--- config.mk ---
export PLATFORM = sky130hd
export DESIGN_NAME = vga_timing_monitor
export DESIGN_NICKNAME = d
export VERILOG_FILES = /design/src/rtl/vga_timing_pkg.sv /design/src/rtl/vga_sync_edge_det.sv /design/src/rtl/vga_timing_monitor.sv
export SDC_FILE = /design/constraint.sdc
export NUM_CORES = 1
export LEC_CHECK = 0
export BUFFER_PORTS_ARGS = -buffer_cell sky130_fd_sc_hd__buf_2
export CORE_UTILIZATION = 45
export DETAILED_ROUTE_END_ITERATION = 10
export HOLD_SLACK_MARGIN = 0.05
export MAX_ROUTING_LAYER = met4
export PLACE_DENSITY = 0.66
export SETUP_SLACK_MARGIN = 0.02
export SYNTH_ARGS = -nofsm -noshare
export SYNTH_HDL_FRONTEND = slang
export SYNTH_SLANG_ARGS = --single-unit
--- constraint.sdc ---
create_clock -name pix_clk -period 3.01 [get_ports pix_clk]
set_clock_uncertainty 0.2 [all_clocks]
set_input_delay 0.301 -clock pix_clk [delete_from_list [all_inputs] [get_ports pix_clk]]
set_output_delay 0.301 -clock pix_clk [all_outputs]
set_load 0.1 [all_outputs]
--- src/rtl/vga_timing_pkg.sv ---
// rtl/vga_timing_pkg.sv - VGA 640x480 timing constants and monitor state type
// Shared by the VGA timing stage and vga_timing_monitor.
//   HACT/HFP/HSW/HBP : horizontal active, front porch, sync width, back porch (pixels)
//   VACT/VFP/VSW/VBP : vertical active, front porch, sync width, back porch (lines)
//   mon_state_e      : monitor FSM states
//   sat_inc10        : 10-bit saturating increment used by the monitor counters
package vga_timing_pkg;

  localparam int HACT = 640;
  localparam int HFP  = 16;
  localparam int HSW  = 96;
  localparam int HBP  = 48;
  localparam int VACT = 480;
  localparam int VFP  = 10;
  localparam int VSW  = 2;
  localparam int VBP  = 33;

  typedef enum logic [1:0] {
    MON_IDLE    = 2'd0,
    MON_MEASURE = 2'd1,
    MON_LOCKED  = 2'd2
  } mon_state_e;

  function automatic logic [9:0] sat_inc10(input logic [9:0] v);
    return (v == 10'h3FF) ? v : v + 10'd1;
  endfunction

endpackage

--- src/rtl/vga_sync_edge_det.sv ---
// rtl/vga_sync_edge_det.sv - fall/rise detector for one active-low sync line
// Ports:
//   clk_i   : pixel clock
//   rst_i   : asynchronous active-high reset
//   sync_i  : sync input sample
//   fall_o  : high in the cycle sync_i is 0 and the previous sample was 1
//   rise_o  : high in the cycle sync_i is 1 and the previous sample was 0
module vga_sync_edge_det (
  input  logic clk_i,
  input  logic rst_i,
  input  logic sync_i,
  output logic fall_o,
  output logic rise_o
);

  logic prev_q;

  // Previous sample resets to the idle (high) level so a released reset
  // with the sync line high produces no edge.
  always_ff @(posedge clk_i or posedge rst_i) begin
    if (rst_i) prev_q <= 1'b1;
    else       prev_q <= sync_i;
  end

  assign fall_o = ~sync_i & prev_q;
  assign rise_o = sync_i & ~prev_q;

endmodule

--- src/rtl/vga_timing_monitor.sv ---
// rtl/vga_timing_monitor.sv - measures VGA line/frame timing and flags mismatches
// Optional feature macro: VGA_MON_CHECKSUM_EN (per-frame sum of red_in over valid cycles).
// Ports:
//   pix_clk, reset        : pixel clock, asynchronous active-high reset
//   hsync_in, vsync_in    : active-low syncs from the timing stage
//   red_in, valid_in      : pixel data and active-pixel qualifier
//   clr_errors            : synchronous clear of the sticky error flags
//   locked                : high while the FSM is LOCKED
//   frame_done            : one-cycle pulse after a frame closes
//   line_px_count         : pixel count of the last closed active line
//   frame_line_count      : active-line count of the last closed frame
//   frame_count           : closed frames since reset (wraps)
//   err_hact/vact/hsw/vsw : sticky mismatch flags (set only while LOCKED)
//   frame_checksum        : red_in sum of the last frame, 0 without the macro
module vga_timing_monitor
  import vga_timing_pkg::*;
#(
  parameter int HACT = vga_timing_pkg::HACT,
  parameter int VACT = vga_timing_pkg::VACT,
  parameter int HSW  = vga_timing_pkg::HSW,
  parameter int VSW  = vga_timing_pkg::VSW
) (
  input  logic        pix_clk,
  input  logic        reset,
  input  logic        hsync_in,
  input  logic        vsync_in,
  input  logic [7:0]  red_in,
  input  logic        valid_in,
  input  logic        clr_errors,
  output logic        locked,
  output logic        frame_done,
  output logic [9:0]  line_px_count,
  output logic [9:0]  frame_line_count,
  output logic [15:0] frame_count,
  output logic        err_hact,
  output logic        err_vact,
  output logic        err_hsw,
  output logic        err_vsw,
  output logic [15:0] frame_checksum
);

  localparam logic [9:0] HACT_W = 10'(HACT);
  localparam logic [9:0] VACT_W = 10'(VACT);
  localparam logic [9:0] HSW_W  = 10'(HSW);
  localparam logic [9:0] VSW_W  = 10'(VSW);

  logic h_fall, h_rise, v_fall, v_rise;

  vga_sync_edge_det u_hsync_edge (
    .clk_i(pix_clk), .rst_i(reset), .sync_i(hsync_in), .fall_o(h_fall), .rise_o(h_rise)
  );

  vga_sync_edge_det u_vsync_edge (
    .clk_i(pix_clk), .rst_i(reset), .sync_i(vsync_in), .fall_o(v_fall), .rise_o(v_rise)
  );

  mon_state_e  state_q, state_d;
  logic [9:0]  px_cnt_q, px_cnt_d;
  logic [9:0]  line_cnt_q, line_cnt_d;
  logic [9:0]  hlow_cnt_q, hlow_cnt_d;
  logic [9:0]  vlow_cnt_q, vlow_cnt_d;
  logic        frame_bad_q, frame_bad_d;
  logic        locked_q, locked_d;
  logic        frame_done_q, frame_done_d;
  logic [9:0]  line_px_q, line_px_d;
  logic [9:0]  frame_line_q, frame_line_d;
  logic [15:0] frame_cnt_q, frame_cnt_d;
  logic [3:0]  err_q, err_d;  // {hact, vact, hsw, vsw}

  logic       line_close, hact_bad, hsw_bad, vsw_bad, vact_bad, any_bad;
  logic [9:0] lines_closed;

  always_comb begin
    state_d      = state_q;
    px_cnt_d     = px_cnt_q;
    line_cnt_d   = line_cnt_q;
    hlow_cnt_d   = hlow_cnt_q;
    vlow_cnt_d   = vlow_cnt_q;
    frame_bad_d  = frame_bad_q;
    frame_done_d = 1'b0;
    line_px_d    = line_px_q;
    frame_line_d = frame_line_q;
    frame_cnt_d  = frame_cnt_q;
    err_d        = err_q;

    line_close = h_fall && (px_cnt_q != 10'd0);
    hact_bad   = line_close && (px_cnt_q != HACT_W);
    hsw_bad    = h_rise && (hlow_cnt_q != HSW_W);
    vsw_bad    = v_rise && (vlow_cnt_q != VSW_W);
    // A line closing in the same cycle as the vsync fall belongs to the closing frame.
    lines_closed = line_close ? sat_inc10(line_cnt_q) : line_cnt_q;
    vact_bad   = v_fall && (lines_closed != VACT_W);
    any_bad    = hact_bad || hsw_bad || vsw_bad;

    if (h_fall)        px_cnt_d = 10'd0;
    else if (valid_in) px_cnt_d = sat_inc10(px_cnt_q);

    if (line_close) begin
      line_px_d  = px_cnt_q;
      line_cnt_d = sat_inc10(line_cnt_q);
    end

    // The fall cycle itself is the first low cycle.
    if (h_fall)         hlow_cnt_d = 10'd1;
    else if (!hsync_in) hlow_cnt_d = sat_inc10(hlow_cnt_q);

    if (v_fall)                    vlow_cnt_d = h_fall ? 10'd1 : 10'd0;
    else if (h_fall && !vsync_in)  vlow_cnt_d = sat_inc10(vlow_cnt_q);

    frame_bad_d = frame_bad_q || any_bad;

    // Clear first so that an error detected in the same cycle wins.
    if (clr_errors) err_d = 4'b0000;
    if (state_q == MON_LOCKED) begin
      if (hact_bad) err_d[3] = 1'b1;
      if (vact_bad) err_d[2] = 1'b1;
      if (hsw_bad)  err_d[1] = 1'b1;
      if (vsw_bad)  err_d[0] = 1'b1;
    end

    if (v_fall) begin
      frame_line_d = lines_closed;
      line_cnt_d   = 10'd0;
      frame_bad_d  = 1'b0;
      if (state_q != MON_IDLE) begin
        frame_cnt_d  = frame_cnt_q + 16'd1;
        frame_done_d = 1'b1;
      end
    end

    case (state_q)
      MON_IDLE:    if (v_fall) state_d = MON_MEASURE;
      MON_MEASURE: if (v_fall && !vact_bad && !frame_bad_q && !any_bad) state_d = MON_LOCKED;
      MON_LOCKED:  if (any_bad || vact_bad) state_d = MON_MEASURE;
      default:     state_d = MON_IDLE;
    endcase

    locked_d = (state_d == MON_LOCKED);
  end

  always_ff @(posedge pix_clk or posedge reset) begin
    if (reset) begin
      state_q      <= MON_IDLE;
      px_cnt_q     <= '0;
      line_cnt_q   <= '0;
      hlow_cnt_q   <= '0;
      vlow_cnt_q   <= '0;
      frame_bad_q  <= 1'b0;
      locked_q     <= 1'b0;
      frame_done_q <= 1'b0;
      line_px_q    <= '0;
      frame_line_q <= '0;
      frame_cnt_q  <= '0;
      err_q        <= '0;
    end else begin
      state_q      <= state_d;
      px_cnt_q     <= px_cnt_d;
      line_cnt_q   <= line_cnt_d;
      hlow_cnt_q   <= hlow_cnt_d;
      vlow_cnt_q   <= vlow_cnt_d;
      frame_bad_q  <= frame_bad_d;
      locked_q     <= locked_d;
      frame_done_q <= frame_done_d;
      line_px_q    <= line_px_d;
      frame_line_q <= frame_line_d;
      frame_cnt_q  <= frame_cnt_d;
      err_q        <= err_d;
    end
  end

`ifdef VGA_MON_CHECKSUM_EN
  logic [15:0] acc_q, acc_d, chk_q, chk_d;

  always_comb begin
    acc_d = acc_q;
    chk_d = chk_q;
    if (v_fall) begin
      chk_d = acc_q;
      acc_d = 16'd0;
    end else if (valid_in) begin
      acc_d = acc_q + 16'(red_in);
    end
  end

  always_ff @(posedge pix_clk or posedge reset) begin
    if (reset) begin
      acc_q <= '0;
      chk_q <= '0;
    end else begin
      acc_q <= acc_d;
      chk_q <= chk_d;
    end
  end

  assign frame_checksum = chk_q;
`else
  logic red_unused;
  assign red_unused     = ^red_in;
  assign frame_checksum = 16'd0;
`endif

  assign locked           = locked_q;
  assign frame_done       = frame_done_q;
  assign line_px_count    = line_px_q;
  assign frame_line_count = frame_line_q;
  assign frame_count      = frame_cnt_q;
  assign err_hact         = err_q[3];
  assign err_vact         = err_q[2];
  assign err_hsw          = err_q[1];
  assign err_vsw          = err_q[0];

endmodule

==> impl_metrics.ini <==
[synth]
synthCells = 452
yosysUniqueCellTypes = 57
yosysTopAreaCell = dfrtp_1
yosys.area.top_type_share = 0.487
synthTopCellsByArea = dfrtp_1 49%, nand2_1 5.2%, nor2_1 4.4%
synth.most_common_cell = dfrtp_1
netlist_area_sq_um = 4370
seq_area_frac_synth = 0.499
ys_ff_latch = 87
synthFlopType = dfrtp_1
synth.avg_cell_area_sq_um = 9.67
synth_common_cells = 85 x dfrtp_1, 60 x nand2_1, 51 x nor2_1
ys_warn_count = 0
synth-edff-count = 0
postSynth.asyncResetShare = 1.00

[clock_network]
root_buffer = clkbuf_8
clockBufferDepth = 2
cts_sinks = 87
cts_tree = done
clk_pin_slew_ps = 80
clock_latency_ps = 350
cts_buffers = 9
cts_max_level = 3

[routing]
first_pass_iters = 5
drt-initial-drc-count = 167
antenna_left = 0
wl_per_cell_um = 14.0
drc_errors = 0
vias_per_cell = 5.33
routed_wl_mm = 9.12
num_vias = 3479

[placed_design]
routabilityCongestion = 0.906
dp_slack_ps = 56.1
hpwl_mm = 6.36
place_area_sq_um = 4760
io_buffers = 47

[sta]
finalMaxSlewViolations = 0
setup_violations = 0
finalCriticalPeriod_ps = 2830
post-route-period-util = 0.940
fin_ws_ps = 182
rsz0062_at_grt = no
timing.hold.ws_ps = 60.3
worst_pin_slew_ps = 655
hold_viol = 0
max_freq_mhz = 354
relSlewSlack = 0.563
finalSetupTns_ps = 0

[flow_run]
maxCapViolCount = 0

[critical_path]
rr_startpoint = px_cnt_q[1]
startpoint_type = flop
ff2ff_path_depth = 9
rr_endpoint = err_q[2]
cp_data_required_time_ps = 3050
worstPathMaxFanout = 6
rrSetupSlack_ps = 180
arrival_ps = 2870
critPathKind = flop to flop
critPathCaptureType = flop

[global_routing]
grt_pass1_wl_mm = 15.5
grt_remaining_overflow = 0
track_usage = 0.201
grt_start_max_net_pins = 40
grt_pass1_vias = 3257
antenna_found_initial = 0

[min_path]
hold_class = primary input to flop
min_to = px_cnt_q[2]
hp-start = valid_in
whs_path_depth = 3

[floorplan]
core-area_sq_um = 9330
die-area_sq_um = 10100
fp.dieW_um = 101
fp.dieH_um = 101
start_util = 0.469
ioPinCount = 72
rows = 35

[finish]
final_area_sq_um = 5110
n_antenna_cell = 0
drive_gt1_frac = 0.206
area_growth_pct = 16.9
fillers = 867
fin_nets = 543

[power_and_ir_drop]
p_leak_nw = 2.45
power.density_nw_per_um2 = 655
ir_worst_vdd_uv = 529

[status]
outcome = completed
## power breakdown
group / total (mW) / switching (mW) / internal, mW
Sequential: 1.40 / 0.116 / 1.28
Clock: 0.855 / 0.400 / 0.454
Combinational: 1.09 / 0.860 / 0.232
Total: 3.34 / 1.38 / 1.97
## through the flow
step           utilization  instances  total power, mW
5_1_grt              0.548        653             3.50
2_1_floorplan            -        467             2.29
6_report             0.548        653             3.34
3_5_place_dp         0.511        629             2.47
3_3_place_gp         0.511        629             2.44
4_1_cts              0.535        646             3.34
## worst max path at each step
| stage | slack [ps] | to | cells past startpoint | start |
|---|---|---|---|---|
| after global routing | 10 | err_q[2] | 8 | px_cnt_q[1] |
| final | 180 | err_q[2] | 9 | px_cnt_q[1] |
| after CTS | 50 | err_q[2] | 9 | px_cnt_q[0] |
| after floorplan | 260 | err_q[0] | 1 | reset |
| after global placement | 160 | err_q[2] | 9 | px_cnt_q[0] |
| after detailed placement | 60 | err_q[2] | 9 | px_cnt_q[0] |
## kinds of logic (layout without fill, tap and decap cells)
| kind of cell | count (synthesis) | count (layout) | synth area share |
|---|---|---|---|
| other cells | 1 | 16 | 0.000858 |
| fa+ha+maj | 8 | 8 | 0.0229 |
| mux | 3 | 3 | 0.00716 |
| compound gates | 70 | 70 | 0.115 |
| simple gates | 200 | 200 | 0.225 |
| flops | 87 | 87 | 0.499 |
| xor+xnor | 37 | 37 | 0.0741 |
| buf+inv | 46 | 103 | 0.0558 |
## cells in the final DEF (no fill, tap or decap), drive strengths merged, types with 3 or more instances in the layout
master / netlist / routed
a211oi: 6 / 6
nand3: 14 / 14
nand2: 60 / 60
a41oi: 3 / 3
xnor2: 20 / 20
and4: 6 / 6
dlygate4sd3: 0 / 3
a21oi: 13 / 13
a22o: 3 / 3
ha: 8 / 8
o31ai: 4 / 4
nor4: 4 / 4
conb: 1 / 16
nand2b: 3 / 3
or3: 10 / 10
nor2b: 3 / 3
clkbuf: 10 / 9
xor2: 17 / 17
nand4: 10 / 10
nor3: 14 / 14
nor2: 51 / 51
dfrtp: 85 / 85
buf: 21 / 71
clkinv: 0 / 4
inv: 15 / 14
o21ai: 21 / 21
and2: 3 / 3
o31a: 3 / 3
and3: 9 / 9
## final cells by class
| type | instances | area [sq um] | share of cell area |
|---|---|---|---|
| inverters | 15 | 57.6 | 0.0113 |
| multi-input cells | 334 | 2060 | 0.403 |
| flip-flops and latches | 87 | 2180 | 0.427 |
| clock buffers | 9 | 124 | 0.0243 |
| clock inverters | 5 | 75.1 | 0.0147 |
| repair buffers | 74 | 453 | 0.0887 |
| well taps | 129 | 161 | 0.0316 |
## per-layer routing
| metal | vias up | global-route usage | share of wire |
|---|---|---|---|
| li1 | 1686 | - | - |
| met1 | 1685 | 0.256 | 0.46 |
| met3 | 11 | 0.0548 | 0.045 |
| met5 | - | - | 0 |
| met4 | 0 | 0.0457 | 0.011 |
| met2 | 97 | 0.320 | 0.48 |
## flip-flops by register name, indices dropped and copies added (netlist names)
register,flops
err_q,4
frame_bad_q,1
frame_count,16
frame_done,1
frame_line_count,10
hlow_cnt_q,10
line_cnt_q,10
line_px_count,10
locked,1
px_cnt_q,10
state_q,2
u_hsync_edge.prev_q,1
u_vsync_edge.prev_q,1
vlow_cnt_q,10
## worst max-delay path: stages, from the launching register on
cell and delay (ps):
dfrtp_1 410, inv_2 90, ha_4 120, or4b_4 490
o31ai_4 360, buf_6 180, nor2_1 60, o32a_1 250
nand4bb_2 300, a32o_1 270
## timing repair
action / 4_1_cts / 5_1_grt
gates resized for setup: 0 / 14
buffers inserted: 0 / 7
hold endpoints to repair: 38 / 0
hold buffers: 3 / 0
endpoints found under the setup margin: 0 / 5
Power figures use the tool's default switching activity.
